### config.mk
export PLATFORM = sky130hd
export DESIGN_NAME = tour_cmd_flat
export DESIGN_NICKNAME = d
export VERILOG_FILES = /design/src/rtl/knight_pkg.sv /design/src/rtl/tour_cmd_if.sv /design/src/rtl/tour_cmd.sv /design/src/flat_wrapper.sv
export SDC_FILE = /design/constraint.sdc
export NUM_CORES = 1
export LEC_CHECK = 0
export BUFFER_PORTS_ARGS = -buffer_cell sky130_fd_sc_hd__clkbuf_2
export CAP_MARGIN = 20
export CORE_MARGIN = 1.5
export CORE_UTILIZATION = 49
export CTS_CLUSTER_DIAMETER = 80
export DETAILED_ROUTE_END_ITERATION = 12
export GPL_TIMING_DRIVEN = 1
export HOLD_SLACK_MARGIN = 0.03
export PLACE_DENSITY = 0.95
export SLEW_MARGIN = 30
export SYNTH_ARGS = -nofsm -noshare
export SYNTH_HDL_FRONTEND = slang
export SYNTH_SLANG_ARGS = --single-unit
export TNS_END_PERCENT = 1
### constraint.sdc
create_clock -name clk -period 3.2 [get_ports clk]
set_input_delay 0.64 -clock clk [delete_from_list [all_inputs] [get_ports clk]]
set_output_delay 0.64 -clock clk [all_outputs]
set_load 0.05 [all_outputs]
### src/rtl/knight_pkg.sv
// Shared knight-tour definitions: FSM states, command opcodes, headings,
// response codes and the tour length.
// Latency: n/a (types and constants only). Backpressure: n/a.
package knight_pkg;

  typedef enum logic [2:0] {
    IDLE      = 3'd0,
    VERT      = 3'd1,
    VERT_WAIT = 3'd2,
    HORZ      = 3'd3,
    HORZ_WAIT = 3'd4
  } state_t;

  localparam logic [3:0] OP_MOVE         = 4'h4;
  localparam logic [3:0] OP_MOVE_FANFARE = 4'h5;

  localparam logic [7:0] HEAD_NORTH = 8'h00;
  localparam logic [7:0] HEAD_SOUTH = 8'h7F;
  localparam logic [7:0] HEAD_EAST  = 8'hBF;
  localparam logic [7:0] HEAD_WEST  = 8'h3F;

  localparam logic [7:0] RESP_BUSY = 8'hA5;
  localparam logic [7:0] RESP_DONE = 8'h5A;

  localparam int         NUM_MOVES = 24;
  localparam logic [4:0] LAST_MOVE = 5'(NUM_MOVES - 1);

  // One decoded L-move split into its two straight legs.
  typedef struct packed {
    logic       vld;      // at least one move bit was set
    logic       x_east;   // horizontal leg points east
    logic [3:0] x_sq;     // horizontal leg length in squares
    logic       y_north;  // vertical leg points north
    logic [3:0] y_sq;     // vertical leg length in squares
  } move_dec_t;

endpackage

### src/rtl/tour_cmd_if.sv
// Bundle between tour_cmd, the move store, the UART wrapper and the command processor.
// Latency: n/a (wires only). Backpressure: cmd_rdy/clr_cmd_rdy/send_resp handshake.
// slave = tour_cmd side, master = environment side (move store, UART, consumer).
interface tour_cmd_if;
  logic        start_tour;
  logic [7:0]  move;
  logic [4:0]  mv_indx;
  logic [15:0] cmd_UART;
  logic        cmd_rdy_UART;
  logic        clr_cmd_rdy;
  logic        send_resp;
  logic [15:0] cmd;
  logic        cmd_rdy;
  logic        clr_cmd_rdy_UART;
  logic [7:0]  resp;

  modport slave (
    input  start_tour, move, cmd_UART, cmd_rdy_UART, clr_cmd_rdy, send_resp,
    output mv_indx, cmd, cmd_rdy, clr_cmd_rdy_UART, resp
  );

  modport master (
    output start_tour, move, cmd_UART, cmd_rdy_UART, clr_cmd_rdy, send_resp,
    input  mv_indx, cmd, cmd_rdy, clr_cmd_rdy_UART, resp
  );
endinterface

### src/rtl/tour_cmd.sv
// Plays back a stored knight's tour as vertical/horizontal move commands; passes UART cmds when idle.
// Latency: tour cmd registered, valid the cycle after start_tour / send_resp.
// Backpressure: each cmd held until clr_cmd_rdy, next cmd only after send_resp.
// Ports: clk, rst (sync, active-high); bus (tour_cmd_if.slave): start_tour, move, mv_indx,
//        cmd_UART/cmd_rdy_UART/clr_cmd_rdy_UART (UART side), cmd/cmd_rdy/clr_cmd_rdy/send_resp (consumer), resp.
module tour_cmd
  import knight_pkg::*;
(
  input  logic       clk,
  input  logic       rst,
  tour_cmd_if.slave  bus
);

  state_t      r_state;
  logic [4:0]  r_mv_indx;
  logic [15:0] r_cmd;
  logic        r_rdy;
  logic [7:0]  r_resp;

  move_dec_t   w_dec;
  logic [15:0] w_vcmd;
  logic [15:0] w_hcmd;
  logic        w_start;
  logic        w_advance;
  logic [4:0]  w_rd_indx;

  // Lowest set bit wins when the move byte is multi-hot.
  function automatic move_dec_t decode_move(input logic [7:0] mv);
    move_dec_t d;
    d     = '0;
    d.vld = |mv;
    casez (mv)
      8'b???????1: begin d.x_east = 1'b1; d.x_sq = 4'd1; d.y_north = 1'b1; d.y_sq = 4'd2; end
      8'b??????10: begin d.x_east = 1'b0; d.x_sq = 4'd1; d.y_north = 1'b1; d.y_sq = 4'd2; end
      8'b?????100: begin d.x_east = 1'b0; d.x_sq = 4'd2; d.y_north = 1'b1; d.y_sq = 4'd1; end
      8'b????1000: begin d.x_east = 1'b0; d.x_sq = 4'd2; d.y_north = 1'b0; d.y_sq = 4'd1; end
      8'b???10000: begin d.x_east = 1'b0; d.x_sq = 4'd1; d.y_north = 1'b0; d.y_sq = 4'd2; end
      8'b??100000: begin d.x_east = 1'b1; d.x_sq = 4'd1; d.y_north = 1'b0; d.y_sq = 4'd2; end
      8'b?1000000: begin d.x_east = 1'b1; d.x_sq = 4'd2; d.y_north = 1'b0; d.y_sq = 4'd1; end
      8'b10000000: begin d.x_east = 1'b1; d.x_sq = 4'd2; d.y_north = 1'b1; d.y_sq = 4'd1; end
      default:     d = '0;
    endcase
    return d;
  endfunction

  assign w_dec  = decode_move(bus.move);
  assign w_vcmd = {OP_MOVE,         (w_dec.y_north ? HEAD_NORTH : HEAD_SOUTH), w_dec.y_sq};
  assign w_hcmd = {OP_MOVE_FANFARE, (w_dec.x_east  ? HEAD_EAST  : HEAD_WEST),  w_dec.x_sq};

  assign w_start   = (r_state == IDLE) && bus.start_tour;
  assign w_advance = (r_state == HORZ_WAIT) && bus.send_resp && (r_mv_indx != LAST_MOVE);

  // The move store is read combinationally, so on the edge that enters VERT
  // the index must already point at the move being loaded: present the
  // upcoming index during that cycle, the registered one otherwise.
  always_comb begin
    w_rd_indx = r_mv_indx;
    if (w_start) begin
      w_rd_indx = 5'd0;
    end else if (w_advance) begin
      w_rd_indx = r_mv_indx + 5'd1;
    end
  end

  always_ff @(posedge clk) begin
    if (rst) begin
      r_state   <= IDLE;
      r_mv_indx <= 5'd0;
      r_cmd     <= 16'h0000;
      r_rdy     <= 1'b0;
      r_resp    <= RESP_DONE;
    end else begin
      case (r_state)
        IDLE: begin
          if (bus.start_tour) begin
            r_mv_indx <= 5'd0;
            // An empty first move aborts before any command is offered.
            if (w_dec.vld) begin
              r_state <= VERT;
              r_cmd   <= w_vcmd;
              r_rdy   <= 1'b1;
              r_resp  <= RESP_BUSY;
            end
          end
        end
        VERT: begin
          if (bus.clr_cmd_rdy) begin
            r_state <= VERT_WAIT;
            r_rdy   <= 1'b0;
          end
        end
        VERT_WAIT: begin
          if (bus.send_resp) begin
            r_state <= HORZ;
            r_cmd   <= w_hcmd;
            r_rdy   <= 1'b1;
          end
        end
        HORZ: begin
          if (bus.clr_cmd_rdy) begin
            r_state <= HORZ_WAIT;
            r_rdy   <= 1'b0;
            // Final leg of the tour: report completion while it executes.
            if (r_mv_indx == LAST_MOVE) begin
              r_resp <= RESP_DONE;
            end
          end
        end
        HORZ_WAIT: begin
          if (bus.send_resp) begin
            if (r_mv_indx == LAST_MOVE) begin
              r_state <= IDLE;
            end else begin
              r_mv_indx <= w_rd_indx;
              if (w_dec.vld) begin
                r_state <= VERT;
                r_cmd   <= w_vcmd;
                r_rdy   <= 1'b1;
              end else begin
                r_state <= IDLE;
                r_resp  <= RESP_DONE;
              end
            end
          end
        end
        default: begin
          r_state <= IDLE;
          r_rdy   <= 1'b0;
          r_resp  <= RESP_DONE;
        end
      endcase
    end
  end

  assign bus.mv_indx          = w_rd_indx;
  assign bus.cmd              = (r_state == IDLE) ? bus.cmd_UART     : r_cmd;
  assign bus.cmd_rdy          = (r_state == IDLE) ? bus.cmd_rdy_UART : r_rdy;
  assign bus.clr_cmd_rdy_UART = (r_state == IDLE) && bus.clr_cmd_rdy;
  assign bus.resp             = r_resp;

endmodule

### src/flat_wrapper.sv
// flat-port wrapper written by rule: the top's interface ports become plain ports
module tour_cmd_flat import knight_pkg::*;
  (clk, rst, bus_start_tour, bus_move, bus_cmd_UART, bus_cmd_rdy_UART, bus_clr_cmd_rdy, bus_send_resp, bus_mv_indx, bus_cmd, bus_cmd_rdy, bus_clr_cmd_rdy_UART, bus_resp);
  tour_cmd_if bus_i ();
  input  logic clk;
  input  logic rst;
  input wire logic [$bits(bus_i.start_tour)-1:0] bus_start_tour;
  input wire logic [$bits(bus_i.move)-1:0] bus_move;
  input wire logic [$bits(bus_i.cmd_UART)-1:0] bus_cmd_UART;
  input wire logic [$bits(bus_i.cmd_rdy_UART)-1:0] bus_cmd_rdy_UART;
  input wire logic [$bits(bus_i.clr_cmd_rdy)-1:0] bus_clr_cmd_rdy;
  input wire logic [$bits(bus_i.send_resp)-1:0] bus_send_resp;
  output wire logic [$bits(bus_i.mv_indx)-1:0] bus_mv_indx;
  output wire logic [$bits(bus_i.cmd)-1:0] bus_cmd;
  output wire logic [$bits(bus_i.cmd_rdy)-1:0] bus_cmd_rdy;
  output wire logic [$bits(bus_i.clr_cmd_rdy_UART)-1:0] bus_clr_cmd_rdy_UART;
  output wire logic [$bits(bus_i.resp)-1:0] bus_resp;
  assign bus_i.start_tour = bus_start_tour;
  assign bus_i.move = bus_move;
  assign bus_i.cmd_UART = bus_cmd_UART;
  assign bus_i.cmd_rdy_UART = bus_cmd_rdy_UART;
  assign bus_i.clr_cmd_rdy = bus_clr_cmd_rdy;
  assign bus_i.send_resp = bus_send_resp;
  assign bus_mv_indx = bus_i.mv_indx;
  assign bus_cmd = bus_i.cmd;
  assign bus_cmd_rdy = bus_i.cmd_rdy;
  assign bus_clr_cmd_rdy_UART = bus_i.clr_cmd_rdy_UART;
  assign bus_resp = bus_i.resp;
  tour_cmd u_core (.clk(clk), .rst(rst), .bus(bus_i));
endmodule
Yosys cells after proc, flatten, opt, wreduce, memory -nomap -nowiden --
Index checks and enable logic that the tools add are counted.
Cells by class: $add $sub $neg 1, equality and inequality tests 23, muxes and demuxes 42, bitwise operators 1, reduce and logical (&&, ||, !) cells 16
Operators by type and width (number):
- 16-bit 2-to-1 mux | 6
- 10-bit case mux with 8 select lines | 1
- 8-bit 2-to-1 mux | 8
- 16-bit case mux with 3 select lines | 1
- 8-bit case mux with 4 select lines | 1
- 5-bit 2-to-1 mux | 5
- 3-bit 2-to-1 mux | 7
- 8-bit OR reduction | 2
- 3-bit case mux with 5 select lines | 1
- 2-bit != test (second input constant) | 7
- 5-bit == test (second input constant) | 2
- 5-bit case mux with 2 select lines | 1
- 5-bit AND reduction | 2
- 1-bit 2-to-1 mux | 9
- 8-bit == test (second input constant) | 1
- 8-bit AND reduction | 1
- 7-bit == test (second input constant) | 1
- 7-bit 2-to-1 mux | 1
- 3-bit by 2-bit == test with 1-bit output (second input constant) | 2
- 3-bit == test (second input constant) | 2
- 6-bit == test (second input constant) | 1
- 2-bit by 1-bit != test with 1-bit output (second input constant) | 3
- 6-bit AND reduction | 1
- 5-bit by 1-bit adder with 5-bit output (second input constant) | 1
- other kinds (12) | 16
Storage, ports and cells: bits in registers 33, bits of input ports 30, output and inout port bits 31, word-level logic and storage cells 88

Depth between registers and ports, before layout --
word-level depth 8, depth in mapped cells 6, gate-level depth less buffers 6

Least setup slack after synthesis --
No wires, ideal clock.
path kind input to output, from input bus_send_resp, to output bus_mv_indx[2], data arrival time 2.069 ns, data required time 2.560 ns, path slack 0.491 ns, cell stages on the path 4, buffers on the path 1, cell sequence buf_8 nand4_1 nor2_1 nor3_1
On the way: cells in the longest elaborated chain, start to end 4
RTL lines:
- start: declaration | RTL line flat_wrapper.sv:12 | input wire logic [$bits(bus_i.send_resp)-1:0] bus_send_resp;
- 1-bit logical AND (2 in a row) | RTL line tour_cmd.sv:51 | assign w_advance = (r_state == HORZ_WAIT) && bus.send_resp && (r_mv_indx != LAST_MOVE);
- 5-bit 2-to-1 mux | RTL line tour_cmd.sv:60 | end else if (w_advance) begin
- 5-bit 2-to-1 mux | RTL line tour_cmd.sv:58 | if (w_start) begin
- end: declaration | RTL line flat_wrapper.sv:13 | output wire logic [$bits(bus_i.mv_indx)-1:0] bus_mv_indx;
No other way between the ends.

Worst setup path in the final report --
from register u_core.r_state[2], to output bus_cmd[8]
On the way: cells in the longest elaborated chain, start to end 2
RTL lines:
- start: declaration | RTL line tour_cmd.sv:14 | state_t r_state;
- start signal: assignment | RTL line tour_cmd.sv:67 | r_state <= IDLE;
- start signal: assignment | RTL line tour_cmd.sv:79 | r_state <= VERT;
- start signal: assignment | RTL line tour_cmd.sv:88 | r_state <= VERT_WAIT;
- 3-bit logical NOT | RTL line tour_cmd.sv:136 | assign bus.cmd = (r_state == IDLE) ? bus.cmd_UART : r_cmd;
- 16-bit 2-to-1 mux | RTL line tour_cmd.sv:136
- end: declaration | RTL line flat_wrapper.sv:14 | output wire logic [$bits(bus_i.cmd)-1:0] bus_cmd;
No other way between the ends.

==> impl_metrics.env <==
export IMPL_final_setup_skew_ns=0.00162
export IMPL_fin_ws_ns=0.487
export IMPL_ioPinCount=61
export IMPL_drt_antenna_violating_nets=0
export IMPL_timing_hold_ws_ns=0.459
export IMPL_critPathMaxStageDelay_ns=0.68
export IMPL_fin_setup_tns_ns=0
export IMPL_synthToLayoutAreaGrowth_pct=22.7
export IMPL_cp_buffers_inverters=2
export IMPL_internal_power_uw=440
export IMPL_buffer_levels_on_the_longest_clock_path=2
export IMPL_antenna_found_initial=0
export IMPL_ys_dominant_reg_cell="sky130_fd_sc_hd__dfxtp_1"
export IMPL_quantity_of_i_o_buffers_inserted_on_ports=60
export IMPL_post_dp_hpwl_mm=2.23
export IMPL_effective_utilization_at_floorplan_pct=51.2
export IMPL_yosys_area_top_type_share_pct=28.9
export IMPL_final_hold_violation_count=0
export IMPL_outcome="completed"
export IMPL_seq_pwr_share_pct=30.1
export IMPL_detail_route_drc_violations=0
export IMPL_synth_cells_most_frequent="24 x sky130_fd_sc_hd__nand2_1, 18 x sky130_fd_sc_hd__dfxtp_1, 13 x sky130_fd_sc_hd__nor2_1, 11 x sky130_fd_sc_hd__nor3_1, 7 x sky130_fd_sc_hd__and2_1"
export IMPL_path_type_of_the_worst_min_delay_path="reg2reg"
export IMPL_post_route_period_util_pct=84.8
export IMPL_wire_length_of_the_first_global_routing_pass_mm=4.65
export IMPL_route_vias_total=1336
export IMPL_net_switching_power_uw=455
export IMPL_post_synthesis_cell_area_um2=1250
export IMPL_drive_above_1_share_pct=34.3
export IMPL_detail_route_iter0_violations=23
export IMPL_gpl_congestion=0.843
export IMPL_worstMarginPinSlew_ns=0.667
export IMPL_post_cts_resize_count=0
export IMPL_power_leakage_uw=0.000751
export IMPL_cts_htree_levels=1
export IMPL_use_met2_pct=38.7
export IMPL_max_clock_freq_mhz=369
export IMPL_maxSlewViolCount=0
export IMPL_dpl_instance_area_um2=1490
export IMPL_dominant_combinational_cell_family_by_area_after_synthesis="simple AND/OR/NAND/NOR gates"
export IMPL_worst_rel_slew_slack_pct=54.9
export IMPL_cpLargestDelayFamily="flip-flops"
export IMPL_busiest_layer="met2"
export IMPL_cts_buffers_inserted=3
export IMPL_yosysWarnings=0
export IMPL_power_share_switching_pct=50.8
export IMPL_power_clock_fraction_pct=16.1
export IMPL_detail_route_vias_per_cell=5.57
export IMPL_crit_path_top_delay_cell="sky130_fd_sc_hd__dfxtp_1"
export IMPL_power_per_cell_area_nw_per_um2=585
export IMPL_largest_vdd_supply_drop_uv=366
export IMPL_antenna_cells_inserted=0
export IMPL_critical_path_depth=5
export IMPL_critical_path_peak_fanout=20
export IMPL_cp_required_ns=2.56
export IMPL_synthXorXnorAreaFrac_pct=2.81
export IMPL_row_count=18
export IMPL_rsz0062_at_grt="no"
export IMPL_setup_worst_path_class="reg2out"
export IMPL_synthesis_instances=161
export IMPL_dieWidth_um=53.4
export IMPL_grt_start_max_net_pins=21
export IMPL_worst_endpoint_arrival_ns=2.07
export IMPL_ctsHoldBuffers=0
export IMPL_hold_depth=2
export IMPL_final_cell_area_um2=1530
export IMPL_power_frac_comb_pct=53.8
export IMPL_grt_overflow_total=0
export IMPL_first_global_vias=1148
export IMPL_post_drt_wl_per_cell_um=11.8
export IMPL_synth_cell_type_count=46
export IMPL_minimum_setup_slack_after_placement_ns=0.832
export IMPL_postCtsSetupRepairBufs=0
export IMPL_synth_simple_area_share_pct=33.2
export IMPL_clock_transition_at_path_regs_ns=0.10
export IMPL_post_route_min_period_ns=2.71
export IMPL_clockRootBuffer="sky130_fd_sc_hd__clkbuf_4"
export IMPL_cp_start_kind="flop"
export IMPL_yosysSeqAreaShare_pct=28.9
export IMPL_dieHeight_um=53.4
export IMPL_cts_sinks=18
export IMPL_globalRouteMet1Util_pct=25.6
export IMPL_synth_fp_nets=192
export IMPL_yosys_area_top_type="sky130_fd_sc_hd__dfxtp_1"
export IMPL_synth_edff_count=0
export IMPL_cp_end_kind="primary output"
export IMPL_synth_area_top_cells="sky130_fd_sc_hd__dfxtp_1 29%, sky130_fd_sc_hd__nand2_1 7.2%, sky130_fd_sc_hd__nor3_1 4.4%"
export IMPL_timing_critical_path_cells="nor3_2 -> buf_4 -> nor2b_1 -> a21o_1 -> clkbuf_2"
export IMPL_ff2ff_path_depth=5
export IMPL_design_die_area_um2=2850
export IMPL_nets=242
export IMPL_cts_tree="done"
export IMPL_count_of_final_setup_violators=0
export IMPL_max_cap_viol_count=0
export IMPL_met3_track_demand_over_resource_pct=3.95
export IMPL_drt_total_wl_mm=2.82
export IMPL_synthesis_area_per_instance_um2=7.74
export IMPL_core_area_um2=2430
export IMPL_synthMuxAreaShare_pct=3.21
export IMPL_synth_seq_cells=18
export IMPL_detail_route_first_pass_iterations=4
export IMPL_async_reset_ff_share_pct=0
export IMPL_yosysMostFrequentCell="sky130_fd_sc_hd__nand2_1"
export IMPL_synth_compound_gate_area_share_pct=21.0
export IMPL_track_usage_pct=22.3
export IMPL_post_synth_fa_ha_maj_area_fraction_pct=1.00
export IMPL_worstSkewPairLatency_ns=0.31
worst reg2reg max path: cells and delay by family, from the launching register on:
kind	cells	cell delay (ns)
AO/OA/AOI/OAI	2	0.51
flip-flops	1	0.68
AND/OR/NAND/NOR	2	0.59
buffers and inverters	1	0.20
layer usage:
| layer | vias to the layer above | share of wire [%] | wire length, um |
|---|---|---|---|
| li1 | 667 | - | - |
| met1 | 606 | 42 | 1190 |
| met2 | 56 | 47 | 1330 |
| met3 | 7 | 8.0 | 227 |
| met4 | 0 | 2.5 | 71 |
| met5 | - | 0 | 0 |
kinds of logic (layout without fill, tap and decap cells):
group	after synthesis	after routing
buf+inv	21	70
fa+ha+maj	1	1
flops	18	18
xor+xnor	4	4
compound gates	35	35
mux	4	4
simple gates	78	78
per-stage QoR:
step | std cells | util (%) | power (uW)
final | 240 | 62.9 | 895
after global routing | 240 | 62.9 | 951
after CTS | 240 | 62.9 | 900
after detailed placement | 236 | 61.4 | 757
after global placement | 236 | 61.4 | 749
after floorplan | 161 | - | 678
flip-flops by register name, summed over array words and instances, names as in the netlist:
register	cells
u_core.r_rdy	1
u_core.bus.resp	2
u_core.r_cmd	7
u_core.r_state	3
u_core.r_mv_indx	5
worst paths after layout:
check	start	endpoint	slack, ns
max	u_core.r_state[2]$_SDFFE_PP0P_	bus_cmd[8]	0.49
min	u_core.r_cmd[14]$_SDFFE_PP0P_	u_core.r_cmd[14]$_SDFFE_PP0P_	0.46
max reg2reg	u_core.r_state[2]$_SDFFE_PP0P_	u_core.r_cmd[10]$_SDFFE_PP0P_	1.16
min reg2reg	u_core.r_cmd[14]$_SDFFE_PP0P_	u_core.r_cmd[14]$_SDFFE_PP0P_	0.46
layout make-up:
cell class / instances / area [um^2]
multi-input cells: 122 / 768
clock buffers: 4 / 36.3
fillers: 232 / 903
inverters: 5 / 18.8
well taps: 30 / 37.5
flip-flops and latches: 18 / 360
repair buffers: 61 / 308
layout by cell type (no fill, tap or decap), types with 2 or more instances in the layout:
cell	instances
sky130_fd_sc_hd__clkbuf_2	60
sky130_fd_sc_hd__nand2_1	24
sky130_fd_sc_hd__dfxtp_1	18
sky130_fd_sc_hd__nor2_1	13
sky130_fd_sc_hd__nor3_1	10
sky130_fd_sc_hd__and2_1	7
sky130_fd_sc_hd__a21o_1	6
sky130_fd_sc_hd__a21oi_1	6
sky130_fd_sc_hd__inv_1	5
sky130_fd_sc_hd__o21ai_0	4
sky130_fd_sc_hd__mux2i_1	4
sky130_fd_sc_hd__nand3_1	3
sky130_fd_sc_hd__a41oi_1	3
sky130_fd_sc_hd__nor4_1	3
sky130_fd_sc_hd__a31oi_1	3
sky130_fd_sc_hd__a211oi_1	3
sky130_fd_sc_hd__clkbuf_4	3
sky130_fd_sc_hd__nor2b_1	2
sky130_fd_sc_hd__nand4_1	2
sky130_fd_sc_hd__xnor2_1	2
sky130_fd_sc_hd__xor2_1	2
sky130_fd_sc_hd__nor3b_1	2
sky130_fd_sc_hd__or3_1	2
power by group through the flow:
stage	combinational (uW)	clock, uW	sequential [uW]
4_1_cts	484	146	269
2_1_floorplan	396	0	282
3_3_place_gp	476	0	274
5_1_grt	519	157	275
6_report	481	144	269
3_5_place_dp	483	0	274
Note: power is estimated with default switching activity, not from simulation.
